<file path="src/rtl/pixel_tick_sequencer_if.sv">
// rtl/pixel_tick_sequencer_if.sv - handshake and pixel bus between the tick source/controller and the sequencer
interface pixel_tick_sequencer_if #(
  parameter int XY_W   = 8,
  parameter int ADDR_W = 16
);
  logic              tick_in;
  logic              start;
  logic              abort;
  logic              busy;
  logic              pix_valid;
  logic [XY_W-1:0]   pix_x;
  logic [XY_W-1:0]   pix_y;
  logic [ADDR_W-1:0] pix_addr;
  logic              line_end;
  logic              frame_end;
  logic              done;

  modport master (
    output tick_in, start, abort,
    input  busy, pix_valid, pix_x, pix_y, pix_addr, line_end, frame_end, done
  );

  modport slave (
    input  tick_in, start, abort,
    output busy, pix_valid, pix_x, pix_y, pix_addr, line_end, frame_end, done
  );
endinterface

</file>
<file path="src/rtl/pixel_tick_sequencer.sv">
// rtl/pixel_tick_sequencer.sv - turns divided-clock rising edges into raster pixel slots
module pixel_tick_sequencer #(
  parameter int IMG_W  = 256,
  parameter int IMG_H  = 256,
  parameter int ADDR_W = 16,
  parameter int XY_W   = 8
) (
  input logic                    clk,
  input logic                    rst_n,
  pixel_tick_sequencer_if.slave  bus
);
  typedef enum logic [1:0] {
    S_IDLE = 2'd0,
    S_RUN  = 2'd1,
    S_DONE = 2'd2
  } state_e;

  state_e            state_q, state_d;
  logic              tick_q;
  logic              tick_edge;
  logic [XY_W-1:0]   x_q, x_d;
  logic [XY_W-1:0]   y_q, y_d;
  logic [ADDR_W-1:0] addr_q, addr_d;
  logic              emit;
  logic              last_col;
  logic              last_row;

  logic              pix_valid_q, pix_valid_d;
  logic [XY_W-1:0]   pix_x_q, pix_x_d;
  logic [XY_W-1:0]   pix_y_q, pix_y_d;
  logic [ADDR_W-1:0] pix_addr_q, pix_addr_d;
  logic              line_end_q, line_end_d;
  logic              frame_end_q, frame_end_d;
  logic              done_q, done_d;
  logic              busy_q, busy_d;

  // The divider output is a level; only its low-to-high transition counts.
  assign tick_edge = bus.tick_in & ~tick_q;
  assign last_col  = (x_q == XY_W'(IMG_W - 1));
  assign last_row  = (y_q == XY_W'(IMG_H - 1));

  always_comb begin
    state_d = state_q;
    x_d     = x_q;
    y_d     = y_q;
    addr_d  = addr_q;
    emit    = 1'b0;
    case (state_q)
      S_IDLE: begin
        x_d    = '0;
        y_d    = '0;
        addr_d = '0;
        if (bus.start && !bus.abort) begin
          state_d = S_RUN;
        end
      end
      S_RUN: begin
        if (bus.abort) begin
          state_d = S_IDLE;
          x_d     = '0;
          y_d     = '0;
          addr_d  = '0;
        end else if (tick_edge) begin
          emit = 1'b1;
          if (last_col && last_row) begin
            state_d = S_DONE;
            x_d     = '0;
            y_d     = '0;
            addr_d  = '0;
          end else if (last_col) begin
            x_d    = '0;
            y_d    = y_q + XY_W'(1);
            addr_d = addr_q + ADDR_W'(1);
          end else begin
            x_d    = x_q + XY_W'(1);
            addr_d = addr_q + ADDR_W'(1);
          end
        end
      end
      S_DONE: begin
        state_d = S_IDLE;
        x_d     = '0;
        y_d     = '0;
        addr_d  = '0;
      end
      default: begin
        state_d = S_IDLE;
        x_d     = '0;
        y_d     = '0;
        addr_d  = '0;
      end
    endcase
  end

  // Coordinates hold between pulses; the qualifiers only ever ride on pix_valid.
  always_comb begin
    pix_valid_d = emit;
    line_end_d  = emit & last_col;
    frame_end_d = emit & last_col & last_row;
    pix_x_d     = emit ? x_q : pix_x_q;
    pix_y_d     = emit ? y_q : pix_y_q;
    pix_addr_d  = emit ? addr_q : pix_addr_q;
    done_d      = (state_q == S_DONE);
    // busy stays up through the done pulse, which trails the DONE state by one cycle.
    busy_d      = (state_d != S_IDLE) || (state_q == S_DONE);
  end

  always_ff @(posedge clk or negedge rst_n) begin
    if (!rst_n) begin
      state_q     <= S_IDLE;
      tick_q      <= 1'b0;
      x_q         <= '0;
      y_q         <= '0;
      addr_q      <= '0;
      pix_valid_q <= 1'b0;
      pix_x_q     <= '0;
      pix_y_q     <= '0;
      pix_addr_q  <= '0;
      line_end_q  <= 1'b0;
      frame_end_q <= 1'b0;
      done_q      <= 1'b0;
      busy_q      <= 1'b0;
    end else begin
      state_q     <= state_d;
      tick_q      <= bus.tick_in;
      x_q         <= x_d;
      y_q         <= y_d;
      addr_q      <= addr_d;
      pix_valid_q <= pix_valid_d;
      pix_x_q     <= pix_x_d;
      pix_y_q     <= pix_y_d;
      pix_addr_q  <= pix_addr_d;
      line_end_q  <= line_end_d;
      frame_end_q <= frame_end_d;
      done_q      <= done_d;
      busy_q      <= busy_d;
    end
  end

  assign bus.busy      = busy_q;
  assign bus.pix_valid = pix_valid_q;
  assign bus.pix_x     = pix_x_q;
  assign bus.pix_y     = pix_y_q;
  assign bus.pix_addr  = pix_addr_q;
  assign bus.line_end  = line_end_q;
  assign bus.frame_end = frame_end_q;
  assign bus.done      = done_q;
endmodule

</file>
<file path="src/flat_wrapper.sv">
// flat-port wrapper written by rule: the top's interface ports become plain ports
module pixel_tick_sequencer_flat 
#(
  parameter int IMG_W  = 256,
  parameter int IMG_H  = 256,
  parameter int ADDR_W = 16,
  parameter int XY_W   = 8
)
  (clk, rst_n, bus_tick_in, bus_start, bus_abort, bus_busy, bus_pix_valid, bus_pix_x, bus_pix_y, bus_pix_addr, bus_line_end, bus_frame_end, bus_done);
  pixel_tick_sequencer_if #(.XY_W(XY_W), .ADDR_W(ADDR_W)) bus_i ();
  input logic clk;
  input logic rst_n;
  input wire logic [$bits(bus_i.tick_in)-1:0] bus_tick_in;
  input wire logic [$bits(bus_i.start)-1:0] bus_start;
  input wire logic [$bits(bus_i.abort)-1:0] bus_abort;
  output wire logic [$bits(bus_i.busy)-1:0] bus_busy;
  output wire logic [$bits(bus_i.pix_valid)-1:0] bus_pix_valid;
  output wire logic [$bits(bus_i.pix_x)-1:0] bus_pix_x;
  output wire logic [$bits(bus_i.pix_y)-1:0] bus_pix_y;
  output wire logic [$bits(bus_i.pix_addr)-1:0] bus_pix_addr;
  output wire logic [$bits(bus_i.line_end)-1:0] bus_line_end;
  output wire logic [$bits(bus_i.frame_end)-1:0] bus_frame_end;
  output wire logic [$bits(bus_i.done)-1:0] bus_done;
  assign bus_i.tick_in = bus_tick_in;
  assign bus_i.start = bus_start;
  assign bus_i.abort = bus_abort;
  assign bus_busy = bus_i.busy;
  assign bus_pix_valid = bus_i.pix_valid;
  assign bus_pix_x = bus_i.pix_x;
  assign bus_pix_y = bus_i.pix_y;
  assign bus_pix_addr = bus_i.pix_addr;
  assign bus_line_end = bus_i.line_end;
  assign bus_frame_end = bus_i.frame_end;
  assign bus_done = bus_i.done;
  pixel_tick_sequencer #(.IMG_W(IMG_W), .IMG_H(IMG_H), .ADDR_W(ADDR_W), .XY_W(XY_W)) u_core (.clk(clk), .rst_n(rst_n), .bus(bus_i));
endmodule
</file>
<file path="config.mk">
export PLATFORM = sky130hd
export DESIGN_NAME = pixel_tick_sequencer_flat
export DESIGN_NICKNAME = d
export VERILOG_FILES = /design/src/rtl/pixel_tick_sequencer_if.sv /design/src/rtl/pixel_tick_sequencer.sv /design/src/flat_wrapper.sv
export SDC_FILE = /design/constraint.sdc
export NUM_CORES = 1
export LEC_CHECK = 0
export CORE_ASPECT_RATIO = 1.25
export CORE_MARGIN = 3
export CORE_UTILIZATION = 58
export CTS_CLUSTER_SIZE = 8
export DETAILED_ROUTE_END_ITERATION = 10
export MAX_ROUTING_LAYER = met4
export PLACE_DENSITY = 0.84
export REMOVE_ABC_BUFFERS = 1
export SLEW_MARGIN = 15
export SYNTH_ARGS = -nofsm -noshare
export SYNTH_HDL_FRONTEND = slang
export SYNTH_SLANG_ARGS = --single-unit
export TNS_END_PERCENT = 10
</file>
<file path="constraint.sdc">
create_clock -name clk -period 4.5 [get_ports clk]
set_input_delay 0.9 -clock clk [delete_from_list [all_inputs] [get_ports clk]]
set_output_delay 0.9 -clock clk [all_outputs]
set_load 0.005 [all_outputs]
</file>
# Word level (Yosys, flattened, before mapping)
# Cells that the tools add are included.
[word_totals]
regBits = 72
in_bits = 5
output_inout_bits = 37
wordCells = 55
[op_classes]
n_addsub = 3
eq_ne = 6
muxes = 22
n_bitwise = 4
n_reduce_logical = 7
[op_table]
columns = ["operator", "count"]
rows = [
  ["two-way mux 8 bit", 10],
  ["two-way mux 16 bit", 4],
  ["adder 16 x 1 -> 16 bit (second input constant)", 1],
  ["adder 8 x 1 -> 8 bit (second input constant)", 2],
  ["equality test 8 bit (second input constant)", 2],
  ["two-way mux 2 bit", 4],
  ["!= test 4 x 2 -> 1 bit (second input constant)", 1],
  ["one-hot mux 2 bit (2 select lines)", 1],
  ["AND 1 bit", 3],
  ["two-way mux 1 bit", 3],
  ["!= test 3 x 2 -> 1 bit (second input constant)", 1],
  ["equality test 2 x 1 -> 1 bit (second input constant)", 1],
  ["equality test 2 bit (second input constant)", 1],
  ["logical AND 1 bit", 2],
  ["logical NOT 2 bit", 1],
  ["AND reduction 2 bit", 1],
  ["nonzero test 2 bit", 1],
  ["logical NOT 1 bit", 1],
  ["logical OR 1 bit", 1],
  ["NOT 1 bit", 1],
]

# Depth between registers and ports, before layout
[depth]
depth_word = 8
depth_mapped = 8
mapped_depth_nobuf = 6

# Worst setup path before layout
# Ideal clock, no wire load.
[synth_timing]
kind = "input to register"
from = "input port bus_tick_in"
to = "register u_core.addr_q[11]"
arrival_time_ns = 2.106
required_ns = 4.424
slack_ns = 2.318
stages = 7
path_buffers = 2
path_cell_list = "nor2b_1 > clkbuf_1 > nand2_2 > or2_1 > buf_2 > or3_1 > o21ai_1"
[synth_between]
elab_chain_len = 2
[synth_rtl]
columns = ["item", "line", "text"]
rows = [
  ["start: declaration", "flat_wrapper.sv:13", "input wire logic [$bits(bus_i.tick_in)-1:0] bus_tick_in;"],
  ["AND 1 bit", "pixel_tick_sequencer.sv:38", "assign tick_edge = bus.tick_in & ~tick_q;"],
  ["!= test 3 x 2 -> 1 bit (no source line)", "n/a", ""],
  ["end signal: assignment", "pixel_tick_sequencer.sv:128", "addr_q <= addr_d;"],
  ["end: declaration", "pixel_tick_sequencer.sv:23", "logic [ADDR_W-1:0] addr_q, addr_d;"],
]
# Every way passes these cells.
# A chain may end at the register's enable or synchronous reset.

# Final worst setup path
[layout_timing]
from = "input port bus_tick_in"
to = "register u_core.addr_q[14]"
# The elaborated chain is that of the path after synthesis.

==> metrics.txt <==
outcome completed; Tot GR Track Use 0.222; cell row count 29; NumNets Final 327; Final period util 0.711; Worst EP required 4.77 ns; Mean Syn Cell Area 11.4 sq um; power share of the clock group 0.410; antenna violations before repair 0; number of distinct library cells after synthesis 40; routed wire length 6200 microns; fill count 369; hold depth 2; Final Hold Viols 0; antenna violation net count after detailed routing 0; Num CTS Buffers 9; final routed DRC violation total 0; Clock Sinks 72; Sequential Area 1800 sq um; P_int 0.976 mW; worst r2r path cells 5; sequential cell fraction of total power 0.525; Final Max Slew Viols 0; Max-slew headroom 0.344; CP Launch Type input pin; Logic pwr share 0.065; Final min period 3.20 ns; pre-CTS setup slack 0.955 ns; Clock transition at path regs 0.07 ns; Peak Freq 312 MHz; Post-CTS Setup Bufs 0; diodes inserted 0; Core Area 5150 sq um; Worst Path Max Fanout 27; worst vdd ir 0.236 mV; Post-Synthesis Cell Area 3130 sq um; Slowest cell on crit path nor2_2; share of the synthesized area in the top cell type 0.576; GRT overflow 0; Core Util, Final 0.736; Cells after Synth 275; Via Count 2291; HP Class reg -> reg; most frequent cells in the layout dfrtp_1, clkdlybuf4s50_1, mux2_2; Max-cap violations 0; synth warn 0; Post-CTS Resized 0; routability cong. 0.810; Boundary Pins 42; Post-synth EDFFs 0; FF+latch count, synth 72; setup TNS 0 ns; CP max stage delay 0.68 ns; clock root cell clkbuf_8; Worst Path Arrival 3.47 ns; drt initial violations 159; Net Sw Power 0.296 mW; RSZ-0062 raised after global routing no; Leakage 1.74 nW; first-pass GRT wire length 10400 microns; height of the die 88.1 microns; full die area 6310 sq um; largest net degree at the start of global routing 46; CP Class in -> reg; Initial Utilization 0.607; Multi-input gate area 1260 sq um; Die Span X 71.7 microns; leading area contributor after synthesis dfrtp_1; First-pass DRT Iterations 4; leading cell type in the layout, fill and taps excluded dfrtp_1; synth top area cells dfrtp_1, mux2_2, nand2_1, a31oi_1, nor2_1; CTS Buffer Depth 2; Switching Share 0.233; DP HPWL 4220 microns; asr flop ratio synth 1.00; CTS Hold Bufs 0; worst slew pin tran 0.984 ns; Routed WL per cell 16.0 microns; Max H-tree Level 3; Layout area overhead 21.3%; number of global-route vias before repair 2280; I/O Buffers 41; Via density 5.94; sequential cell area fraction in the yosys report 0.576; share of layout cells above drive strength 1 0.173; worst skew pair latency 0.35 ns; CP Capture Type flop; crit-path cells clkdlybuf4s50_1, nor2b_1, nand2_2, nor2_2, a41oi_1, a31oi_1; P per Cell Area 335 nW/um^2; final setup fails 0; CTS tree built; Final WS setup 1.30 ns; ys flop type dfrtp_1; Setup Skew 0.00477 ns
layer usage:
layer	vias to the layer above	part of all wire	GRT usage
li1	1078	-	-
met1	1147	0.43	0.266
met2	52	0.51	0.355
met3	14	0.033	0.0367
met4	0	0.029	0.128
met5	-	0	-
sequential cells by signal, indices dropped and copies added (netlist names), 2 cells and up:
register and flops:
u_core.bus.pix_x 8, u_core.addr_q 16, u_core.y_q 8, u_core.bus.pix_addr 16, u_core.x_q 8, u_core.bus.pix_y 8
u_core.state_q 2
critical path: cells and delay by family:
kind,cells,cell delay [ns]
buffers and inverters,1,0.49
AND/OR/NAND/NOR,3,1.66
AO/OA/AOI/OAI,2,0.40
metrics by stage:
step / std cells / hold WS (ns) / area (sq um) / power (mW)
after global routing: 386 / 0.524 / 3790 / 1.32
final: 386 / 0.489 / 3790 / 1.27
after CTS: 386 / 0.495 / 3790 / 1.29
after global placement: 370 / 0.463 / 3590 / 0.761
after floorplan: 264 / 0.447 / 3080 / 0.719
after detailed placement: 370 / 0.479 / 3590 / 0.764
final cells by class:
type                       count  area share
inverter                       6     0.00594
sequential                    72       0.475
multi-input combinational    186       0.331
clock buffer                  11      0.0399
timing repair buffer          44       0.113
tap                           62      0.0204
clock inverter                 5      0.0145
power groups by stage:
stage	clock (mW)	combinational, mW	sequential (mW)
finish	0.522	0.0831	0.668
global route	0.562	0.0931	0.669
CTS	0.534	0.0846	0.668
detailed placement	0	0.0841	0.680
global placement	0	0.0819	0.679
floorplan	0	0.0401	0.679
worst paths after layout:
| path | slack [ns] | start | endpoint |
|---|---|---|---|
| min in group asynchronous | 0.71 | rst_n | u_core.bus.pix_addr[13] |
| max reg2reg | 1.99 | u_core.tick_q | u_core.addr_q[14] |
| min | 0.49 | u_core.bus.pix_addr[5] | u_core.bus.pix_addr[5] |
| min reg2reg | 0.49 | u_core.bus.pix_addr[5] | u_core.bus.pix_addr[5] |
| max | 1.30 | bus_tick_in | u_core.addr_q[14] |
| max in group asynchronous | 2.86 | rst_n | u_core.bus.frame_end |
cell usage after synthesis, types with 2 or more instances:
cell type / count
buf_1: 2
nor2b_1: 2
nand2b_1: 2
o21ai_0: 7
nor2_1: 20
a22o_1: 4
and3_1: 10
xnor2_1: 2
nor4_1: 3
o21bai_1: 2
clkbuf_1: 6
nand2_1: 23
nand4_1: 5
buf_2: 3
a21oi_1: 14
nand3_1: 11
a41oi_1: 3
and4_1: 3
a31oi_1: 13
or3_1: 8
mux2_2: 29
xor2_1: 5
o21ai_1: 3
ha_1: 3
dfrtp_1: 72
inv_1: 6
kinds of logic (layout without fill, tap and decap cells):
group           Yosys count  count (layout)  share of synthesized area
compound gates           53              53                      0.110
fa+ha+maj                 3               3                     0.0120
simple gates             94              94                      0.156
xor+xnor                  7               7                     0.0196
mux                      29              29                      0.104
flops                    72              72                      0.576
buf+inv                  17              66                     0.0216
(Power assumes the default switching activity.)
